### config.mk
export PLATFORM = sky130hd
export DESIGN_NAME = framebuffer_fill_flat
export DESIGN_NICKNAME = d
export VERILOG_FILES = /design/src/rtl/framebuffer_fill_if.sv /design/src/rtl/framebuffer_fill.sv /design/src/flat_wrapper.sv
export SDC_FILE = /design/constraint.sdc
export NUM_CORES = 1
export LEC_CHECK = 0
export ABC_AREA = 1
export ABC_CLOCK_PERIOD_IN_PS = 3900
export BUFFER_PORTS_ARGS = -buffer_cell sky130_fd_sc_hd__buf_2
export CAP_MARGIN = 20
export CORE_ASPECT_RATIO = 1.5
export CORE_UTILIZATION = 63
export DETAILED_ROUTE_END_ITERATION = 12
export GPL_TIMING_DRIVEN = 0
export PLACE_DENSITY = 0.87
export RECOVER_POWER = 50
export SYNTH_ARGS = -nofsm -noshare
export SYNTH_HDL_FRONTEND = slang
export SYNTH_SLANG_ARGS = --single-unit
### constraint.sdc
create_clock -name clk -period 3.9 [get_ports clk]
set_input_delay 0.195 -clock clk [delete_from_list [all_inputs] [get_ports clk]]
set_output_delay 0.195 -clock clk [all_outputs]
set_load 0.1 [all_outputs]
### src/rtl/framebuffer_fill_if.sv
// Purpose: command and frame-memory write bus of the rectangle fill engine.
// Latency: none, signal bundle only.
// Backpressure: cmd_valid/cmd_ready handshake; the memory write port is never stalled.
// Ports: cmd_* carry one rectangle or clear command with its 12-bit colour;
//        mem_we/mem_addr/mem_data form the single-pixel write port to frame memory.
interface framebuffer_fill_if;
    logic        cmd_valid;
    logic        cmd_ready;
    logic        cmd_clear;
    logic [7:0]  cmd_x;
    logic [6:0]  cmd_y;
    logic [7:0]  cmd_w;
    logic [6:0]  cmd_h;
    logic [11:0] cmd_color;
    logic        mem_we;
    logic [16:0] mem_addr;
    logic [11:0] mem_data;

    // Command source / memory sink side.
    modport master (
        output cmd_valid, cmd_clear, cmd_x, cmd_y, cmd_w, cmd_h, cmd_color,
        input  cmd_ready, mem_we, mem_addr, mem_data
    );

    // Fill engine side.
    modport slave (
        input  cmd_valid, cmd_clear, cmd_x, cmd_y, cmd_w, cmd_h, cmd_color,
        output cmd_ready, mem_we, mem_addr, mem_data
    );
endinterface

### src/rtl/framebuffer_fill.sv
// Purpose: fills a clipped rectangle (or the whole frame) with one colour, one pixel per cycle.
// Latency: first write the cycle after acceptance; done one cycle after the last write.
// Backpressure: cmd_ready only in IDLE, commands are not queued; the write port never stalls.
// Ports: clk, reset (sync, active-high); bus (framebuffer_fill_if.slave) carries the
//        command handshake and the memory write port; busy is high in FILL/FINISH;
//        done is a one-cycle pulse when a command completes.
module framebuffer_fill #(
    parameter int H_RES = 160,
    parameter int V_RES = 120
) (
    input  logic                clk,
    input  logic                reset,
    framebuffer_fill_if.slave   bus,
    output logic                busy,
    output logic                done
);

    localparam logic [8:0]  H_LIM    = 9'(H_RES);
    localparam logic [8:0]  V_LIM    = 9'(V_RES);
    localparam logic [16:0] ROW_STEP = 17'(H_RES);

    typedef enum logic [1:0] {
        IDLE   = 2'd0,
        FILL   = 2'd1,
        FINISH = 2'd2
    } state_t;

    state_t state_q, state_d;

    // Coordinates are carried 9 bits wide so that x+w and y+h never overflow.
    logic [8:0]  x_start_q, x_end_q, y_end_q;
    logic [8:0]  x_cnt_q, y_cnt_q;
    logic [16:0] row_base_q;
    logic [11:0] color_q;

    logic        accept;
    logic        acc_empty;
    logic [8:0]  x_sum, y_sum;
    logic [8:0]  acc_x_start, acc_y_start, acc_x_end, acc_y_end;
    logic [16:0] acc_row_base;
    logic        mem_we;

    // Bounds for the command on the input pins. The clear flag is folded into
    // these bounds here, so it needs no register of its own.
    always_comb begin
        x_sum       = {1'b0, bus.cmd_x} + {1'b0, bus.cmd_w};
        y_sum       = {2'b0, bus.cmd_y} + {2'b0, bus.cmd_h};
        acc_x_start = '0;
        acc_y_start = '0;
        acc_x_end   = H_LIM - 9'd1;
        acc_y_end   = V_LIM - 9'd1;
        acc_empty   = 1'b0;
        if (!bus.cmd_clear) begin
            acc_x_start = {1'b0, bus.cmd_x};
            acc_y_start = {2'b0, bus.cmd_y};
            acc_x_end   = ((x_sum > H_LIM) ? H_LIM : x_sum) - 9'd1;
            acc_y_end   = ((y_sum > V_LIM) ? V_LIM : y_sum) - 9'd1;
            // An empty command's end bounds may wrap; they are never used.
            acc_empty   = (bus.cmd_w == 8'd0) || (bus.cmd_h == 7'd0) ||
                          (acc_x_start >= H_LIM) || (acc_y_start >= V_LIM);
        end
        // The only multiply sits at acceptance; per-pixel addressing is add-only.
        acc_row_base = 17'(acc_y_start) * ROW_STEP;
    end

    always_comb begin
        state_d       = state_q;
        accept        = 1'b0;
        bus.cmd_ready = 1'b0;
        busy          = 1'b0;
        done          = 1'b0;
        mem_we        = 1'b0;
        case (state_q)
            IDLE: begin
                bus.cmd_ready = 1'b1;
                if (bus.cmd_valid) begin
                    accept  = 1'b1;
                    state_d = acc_empty ? FINISH : FILL;
                end
            end
            FILL: begin
                busy   = 1'b1;
                mem_we = 1'b1;
                if ((x_cnt_q == x_end_q) && (y_cnt_q == y_end_q)) begin
                    state_d = FINISH;
                end
            end
            FINISH: begin
                busy    = 1'b1;
                done    = 1'b1;
                state_d = IDLE;
            end
            default: state_d = IDLE;
        endcase
    end

    always_ff @(posedge clk) begin
        if (reset) begin
            state_q    <= IDLE;
            x_start_q  <= '0;
            x_end_q    <= '0;
            y_end_q    <= '0;
            x_cnt_q    <= '0;
            y_cnt_q    <= '0;
            row_base_q <= '0;
            color_q    <= '0;
        end else begin
            state_q <= state_d;
            if (accept) begin
                x_start_q  <= acc_x_start;
                x_cnt_q    <= acc_x_start;
                x_end_q    <= acc_x_end;
                y_cnt_q    <= acc_y_start;
                y_end_q    <= acc_y_end;
                row_base_q <= acc_row_base;
                color_q    <= bus.cmd_color;
            end else if (state_q == FILL) begin
                // The step past the final pixel is harmless: FINISH gates mem_we off.
                if (x_cnt_q == x_end_q) begin
                    x_cnt_q    <= x_start_q;
                    y_cnt_q    <= y_cnt_q + 9'd1;
                    row_base_q <= row_base_q + ROW_STEP;
                end else begin
                    x_cnt_q <= x_cnt_q + 9'd1;
                end
            end
        end
    end

    // Address and data are forced to zero whenever no write is issued.
    assign bus.mem_we   = mem_we;
    assign bus.mem_addr = mem_we ? (row_base_q + 17'(x_cnt_q)) : 17'd0;
    assign bus.mem_data = mem_we ? color_q : 12'd0;

endmodule

### src/flat_wrapper.sv
// flat-port wrapper written by rule: the top's interface ports become plain ports
module framebuffer_fill_flat 
#(
    parameter int H_RES = 160,
    parameter int V_RES = 120
)
  (clk, reset, busy, done, bus_cmd_valid, bus_cmd_clear, bus_cmd_x, bus_cmd_y, bus_cmd_w, bus_cmd_h, bus_cmd_color, bus_cmd_ready, bus_mem_we, bus_mem_addr, bus_mem_data);
  framebuffer_fill_if bus_i ();
  input  logic clk;
  input  logic reset;
  output logic busy;
  output logic done;
  input wire logic [$bits(bus_i.cmd_valid)-1:0] bus_cmd_valid;
  input wire logic [$bits(bus_i.cmd_clear)-1:0] bus_cmd_clear;
  input wire logic [$bits(bus_i.cmd_x)-1:0] bus_cmd_x;
  input wire logic [$bits(bus_i.cmd_y)-1:0] bus_cmd_y;
  input wire logic [$bits(bus_i.cmd_w)-1:0] bus_cmd_w;
  input wire logic [$bits(bus_i.cmd_h)-1:0] bus_cmd_h;
  input wire logic [$bits(bus_i.cmd_color)-1:0] bus_cmd_color;
  output wire logic [$bits(bus_i.cmd_ready)-1:0] bus_cmd_ready;
  output wire logic [$bits(bus_i.mem_we)-1:0] bus_mem_we;
  output wire logic [$bits(bus_i.mem_addr)-1:0] bus_mem_addr;
  output wire logic [$bits(bus_i.mem_data)-1:0] bus_mem_data;
  assign bus_i.cmd_valid = bus_cmd_valid;
  assign bus_i.cmd_clear = bus_cmd_clear;
  assign bus_i.cmd_x = bus_cmd_x;
  assign bus_i.cmd_y = bus_cmd_y;
  assign bus_i.cmd_w = bus_cmd_w;
  assign bus_i.cmd_h = bus_cmd_h;
  assign bus_i.cmd_color = bus_cmd_color;
  assign bus_cmd_ready = bus_i.cmd_ready;
  assign bus_mem_we = bus_i.mem_we;
  assign bus_mem_addr = bus_i.mem_addr;
  assign bus_mem_data = bus_i.mem_data;
  framebuffer_fill #(.H_RES(H_RES), .V_RES(V_RES)) u_core (.clk(clk), .reset(reset), .bus(bus_i), .busy(busy), .done(done));
endmodule
# Word-level counts from Yosys, hierarchy flattened
# Index checks and enable logic that the tools add are counted.
[op_classes]
add_sub_neg = 8
n_mul = 1
div_mod_pow = 0
order_cmp = 4
eq_ne = 6
shift = 0
mux = 28
bitwise = 0
n_reduce_logical = 14
[op_table]
columns = ["op", "count"]
rows = [
  ["$mux W9", 10],
  ["$mux W17", 4],
  ["$add A9 B1 Y9 const B", 2],
  ["$eq A9 B9 Y1", 2],
  ["$sub A9 B1 Y9 const B", 2],
  ["$add A17 B8 Y17 const B", 1],
  ["$add A17 B9 Y17", 1],
  ["$mux W12", 1],
  ["$mul A7 B3 Y10 const B", 1],
  ["$add A8 B8 Y9", 1],
  ["$gt A9 B7 Y1 const B", 1],
  ["$gt A9 B8 Y1 const B", 1],
  ["$add A7 B7 Y8", 1],
  ["$ge A8 B8 Y1 const B", 1],
  ["$logic_not A8 Y1", 1],
  ["$mux W8", 1],
  ["$ge A7 B7 Y1 const B", 1],
  ["$logic_not A7 Y1", 1],
  ["$mux W1", 7],
  ["$mux W7", 1],
  ["$mux W2", 3],
  ["$reduce_and A2 Y1", 3],
  ["$pmux W2 S2", 1],
  ["$reduce_bool A2 Y1", 2],
  ["8 further kinds", 11],
]
[totals]
reg_bits = 76
latch_bits = 0
ram_bits = 0
rom_bits = 0
input_bits = 46
out_inout_bits = 33
elab_cells = 70
mem_count = 0

# Longest topological paths before layout
[depth]
depth_word = 8
ltp_mapped = 20
depth_no_buf = 20

# Worst setup path after synthesis
# OpenSTA, ideal clock, no wires.
[synth_timing]
kind = "register to output"
start = "register u_core.state_q[1]"
end = "output bus_mem_addr[13]"
t_arrival_ns = 3.865
required_time_ns = 3.705
path_slack_ns = -0.160
stages_incl_launch_ff = 6
n_path_buf = 1
path_cell_list = "dfxtp_1 inv_1 ha_1 clkbuf_1 inv_1 a211oi_1"
[synth_between]
elab_chain_cells = 3
[synth_lines]
columns = ["item", "line_no", "rtl"]
rows = [
  ["start, declared", "framebuffer_fill.sv:28", "state_t state_q, state_d;"],
  ["start signal, assigned", "framebuffer_fill.sv:108", "state_q <= state_d;"],
  ["$eq A2 B1 Y1", "framebuffer_fill.sv:73", "case (state_q)"],
  ["$mux W1", "framebuffer_fill.sv:73", ""],
  ["via bus_mem_we", "flat_wrapper.sv:21", "output wire logic [$bits(bus_i.mem_we)-1:0] bus_mem_we;"],
  ["$mux W17", "framebuffer_fill.sv:132", "assign bus.mem_addr = mem_we ? (row_base_q + 17'(x_cnt_q)) : 17'd0;"],
  ["end, declared", "flat_wrapper.sv:22", "output wire logic [$bits(bus_i.mem_addr)-1:0] bus_mem_addr;"],
]
# The timed path passes the listed nets, and every way through them passes these cells.

# Worst setup path in the final report
[layout_timing]
start = "register u_core.state_q[0]"
end = "register u_core.row_base_q[9]"
[layout_between]
elab_chain_cells = 4
word_cells_on_any_way = 7
classes_between = "eq/ne (1); mux (2); reduce/logical (4)"
[layout_lines]
columns = ["item", "line_no", "rtl"]
rows = [
  ["$logic_not A2 Y1", "framebuffer_fill.sv:73", ""],
  ["$mux W1", "framebuffer_fill.sv:73", ""],
  ["$reduce_bool A2 Y1 (no line)", "n/a", ""],
  ["$reduce_and A2 Y1 (no line)", "n/a", ""],
  ["end signal, assigned", "framebuffer_fill.sv:115", "row_base_q <= acc_row_base;"],
  ["end signal, assigned", "framebuffer_fill.sv:122", "row_base_q <= row_base_q + ROW_STEP;"],
  ["end, declared", "framebuffer_fill.sv:33", "logic [16:0] row_base_q;"],
]
# Several ways; a longest one is shown, not always the timed one.
# A chain may end at the register's enable or synchronous reset.

==> qor.yml <==
yosysUniqueCellTypes: 44
clock_power_share_pct: 31.3
p_int_mw: 1.65
yosysTopAreaCellShare_pct: 26.6
nNetsFinal: 992
core_area_sq_um: 8060
post_cts_resized: 0
p_switching_mw: 1.08
rsz0062_at_grt: "no"
synth.cell_area_sq_um: 5260
critPathMaxStageDelay_ps: 500
drt_iter0_markers: 432
vias: 5811
fin_hold_ws_ps: 114
yosys.area.top_type: "dfxtp_1"
grt_pass1_vias: 5686
cpMostUsedCell: "inv_1"
min_period_ps: 3090
synth_ff_type: "dfxtp_1"
syn2layout_area_growth_pct: 14.8
root_buffer: "clkbuf_16"
mostFrequentLayoutCells: "nand2_1, inv_1, nor2_1"
cp_slowest_cell: "clkbuf_1"
synth_top_family_by_area: "simple AND/OR/NAND/NOR gates"
worst-path-buf-inv: 5
cellPowerDensity_nw_per_um2: 452
io_buffers: 77
cts_setup_buffers: 0
drive_gt1_share_pct: 11.3
drv_slew: 0
placed_cells: 999
final_common_cell: "nand2_1"
syn_nets: 904
ys_async_sr_fraction_pct: 0
synth-edff-count: 0
worst_pin_slew_ps: 1180
dieWidth_um: 76.6
avgSynthCellArea_sq_um: 6.44
place_area_sq_um: 5790
min_path_type: "input pin to flop"
final_util_pct: 75.0
crit_arrival_ps: 3360
cts-htree-levels: 3
fin_area_sq_um: 6040
max-vdd-ir-drop_mv: 0.292
power_frac_comb_pct: 35.8
finalHoldViolCount: 0
netSwitchingFraction_pct: 39.6
synth-simple-area-share_pct: 29.2
skew_ps: 9.66
grt_overflow: 0
multi_input_area_sq_um: 3270
status: "completed"
clock-sinks: 70
antenna_found_initial: 0
worst_ep_required_time_ps: 4160
fmax_mhz: 323
cts.clk_slew.worst_paths_ps: 60
grtUsageTotal_pct: 35.4
end_kind: "flop"
yosysWarnings: 0
synthMuxAreaShare_pct: 0.190
io-pin-count: 79
drtPass1Iterations: 6
netlist_top_cells_area: "dfxtp_1, nand2_1, ha_1"
cp_cell_sequence: "inv_1, ha_1, nand2_1, inv_1, nor2_1, inv_1, nand2_4, clkbuf_1, clkbuf_1, o21ai_0, a21oi_1"
tns_ps: 0
p_leak_nw: 3.06
ant_nets: 0
yosys.area_share.adder_pct: 10.3
finalCritPeriodShare_pct: 79.4
die_y_um: 114
max-clock-path-buffers: 2
ys_seq_elements: 70
cap_viol_max_count: 0
start_util_pct: 65.3
relSlewSlack_pct: 21.8
clock_latency_ps: 340
synth-xor-area-share_pct: 3.99
seq_power_share_pct: 32.9
stdcell_count: 1014
seq_area_frac_synth_pct: 26.6
grt_pass1_wl_um: 24600
cts_buffers: 9
start_kind: "flop"
setup_viol: 0
synth-compound-area-share_pct: 18.4
drcViolationCount: 0
gp_congestion: 0.885
dp_hpwl_um: 11300
num_rows: 40
vias_per_cell: 5.73
grt_max_degree: 12
cts_hold_buf: 0
die_area_sq_um: 8730
tritoncts: "yes"
worstPathMaxFanout: 10
antenna_cells: 0
regArea_sq_um: 1400
drt_wl_total_um: 15000
wl_per_cell_um: 14.8
cp_top_family: "buffers and inverters"
nFillCells: 679
netlist_instances: 817
crit_type: "flop to flop"
cell families (layout without fill, tap and decap cells):
family	count (synthesis)	count (layout)
AO/OA/AOI/OAI	172	172
flip-flops	70	70
XOR/XNOR	24	24
AND/OR/NAND/NOR	360	360
multiplexers	1	1
buffers and inverters	149	241
adder cells (fa/ha/maj)	41	41
final timing paths:
path / start / end / slack (ps) / depth (start not counted)
min: bus_cmd_color[11] / u_core.color_q[11] / 110 / 3
max reg2reg: u_core.state_q[0] / u_core.row_base_q[9] / 810 / 11
max: u_core.state_q[0] / u_core.row_base_q[9] / 810 / 11
min reg2reg: u_core.x_start_q[6] / u_core.x_start_q[6] / 460 / 2
cells in the mapped netlist (4+ instances only):
cell        n
nor2_1    101
clkbuf_1   16
inv_1     122
or2_2       6
fa_1        4
a31oi_1    10
nand2_1   172
xor2_1     15
o21ai_0    78
nor4_1      7
ha_1       37
nand3_1    39
o211ai_1    6
xnor2_1     9
a21oi_1    52
nor3_1     14
nand4_1     9
o22ai_1     6
buf_1       4
buf_6       4
dfxtp_1    70
worst reg2reg max path, delay by kind of cell (launching register included):
family / cells / cell delay, ps
and+or+nand+nor: 3 / 680
AOI/OAI and AO/OA: 2 / 370
adders and majority gates: 1 / 230
buffers and inverters: 5 / 1390
DFF: 1 / 350
flip-flops by register name (all words and copies together) (netlist names):
signal             cells
u_core.color_q        12
u_core.row_base_q     12
u_core.x_cnt_q         9
u_core.x_end_q         9
u_core.y_cnt_q         9
u_core.y_end_q         9
u_core.x_start_q       8
u_core.state_q         2
layer usage:
layer | track usage, % | share of wire, % | wire, um | up-vias
met5 | 0 | 0 | 0 | -
met3 | 6.72 | 6.3 | 941 | 69
met1 | 35.1 | 37 | 5580 | 2626
met2 | 67.0 | 52 | 7740 | 265
li1 | - | - | - | 2851
met4 | 22.7 | 4.8 | 725 | 0
per-stage QoR:
step / worst slack (ps) / power (mW)
2_1_floorplan: 11.6 / 1.65
3_3_place_gp: 1280 / 1.84
3_5_place_dp: 1230 / 1.88
4_1_cts: 1070 / 2.73
5_1_grt: 670 / 2.87
6_report: 805 / 2.73
power groups by stage:
stage	clock network [mW]	logic, mW	registers [mW]
after detailed placement	0	0.970	0.908
after floorplan	0	0.764	0.884
after global routing	0.883	1.08	0.908
final	0.854	0.978	0.899
after CTS	0.853	0.984	0.894
after global placement	0	0.937	0.903
cell type report:
| class | instances | area share, % |
|---|---|---|
| flip-flops and latches | 70 | 23.2 |
| well taps | 105 | 2.17 |
| repair buffers | 77 | 6.27 |
| multi-input cells | 598 | 54.1 |
| inverters | 125 | 7.76 |
| plain buffers | 24 | 1.49 |
| clock inverters | 5 | 1.24 |
| clock buffers | 10 | 3.79 |
(Power assumes the default switching activity.)
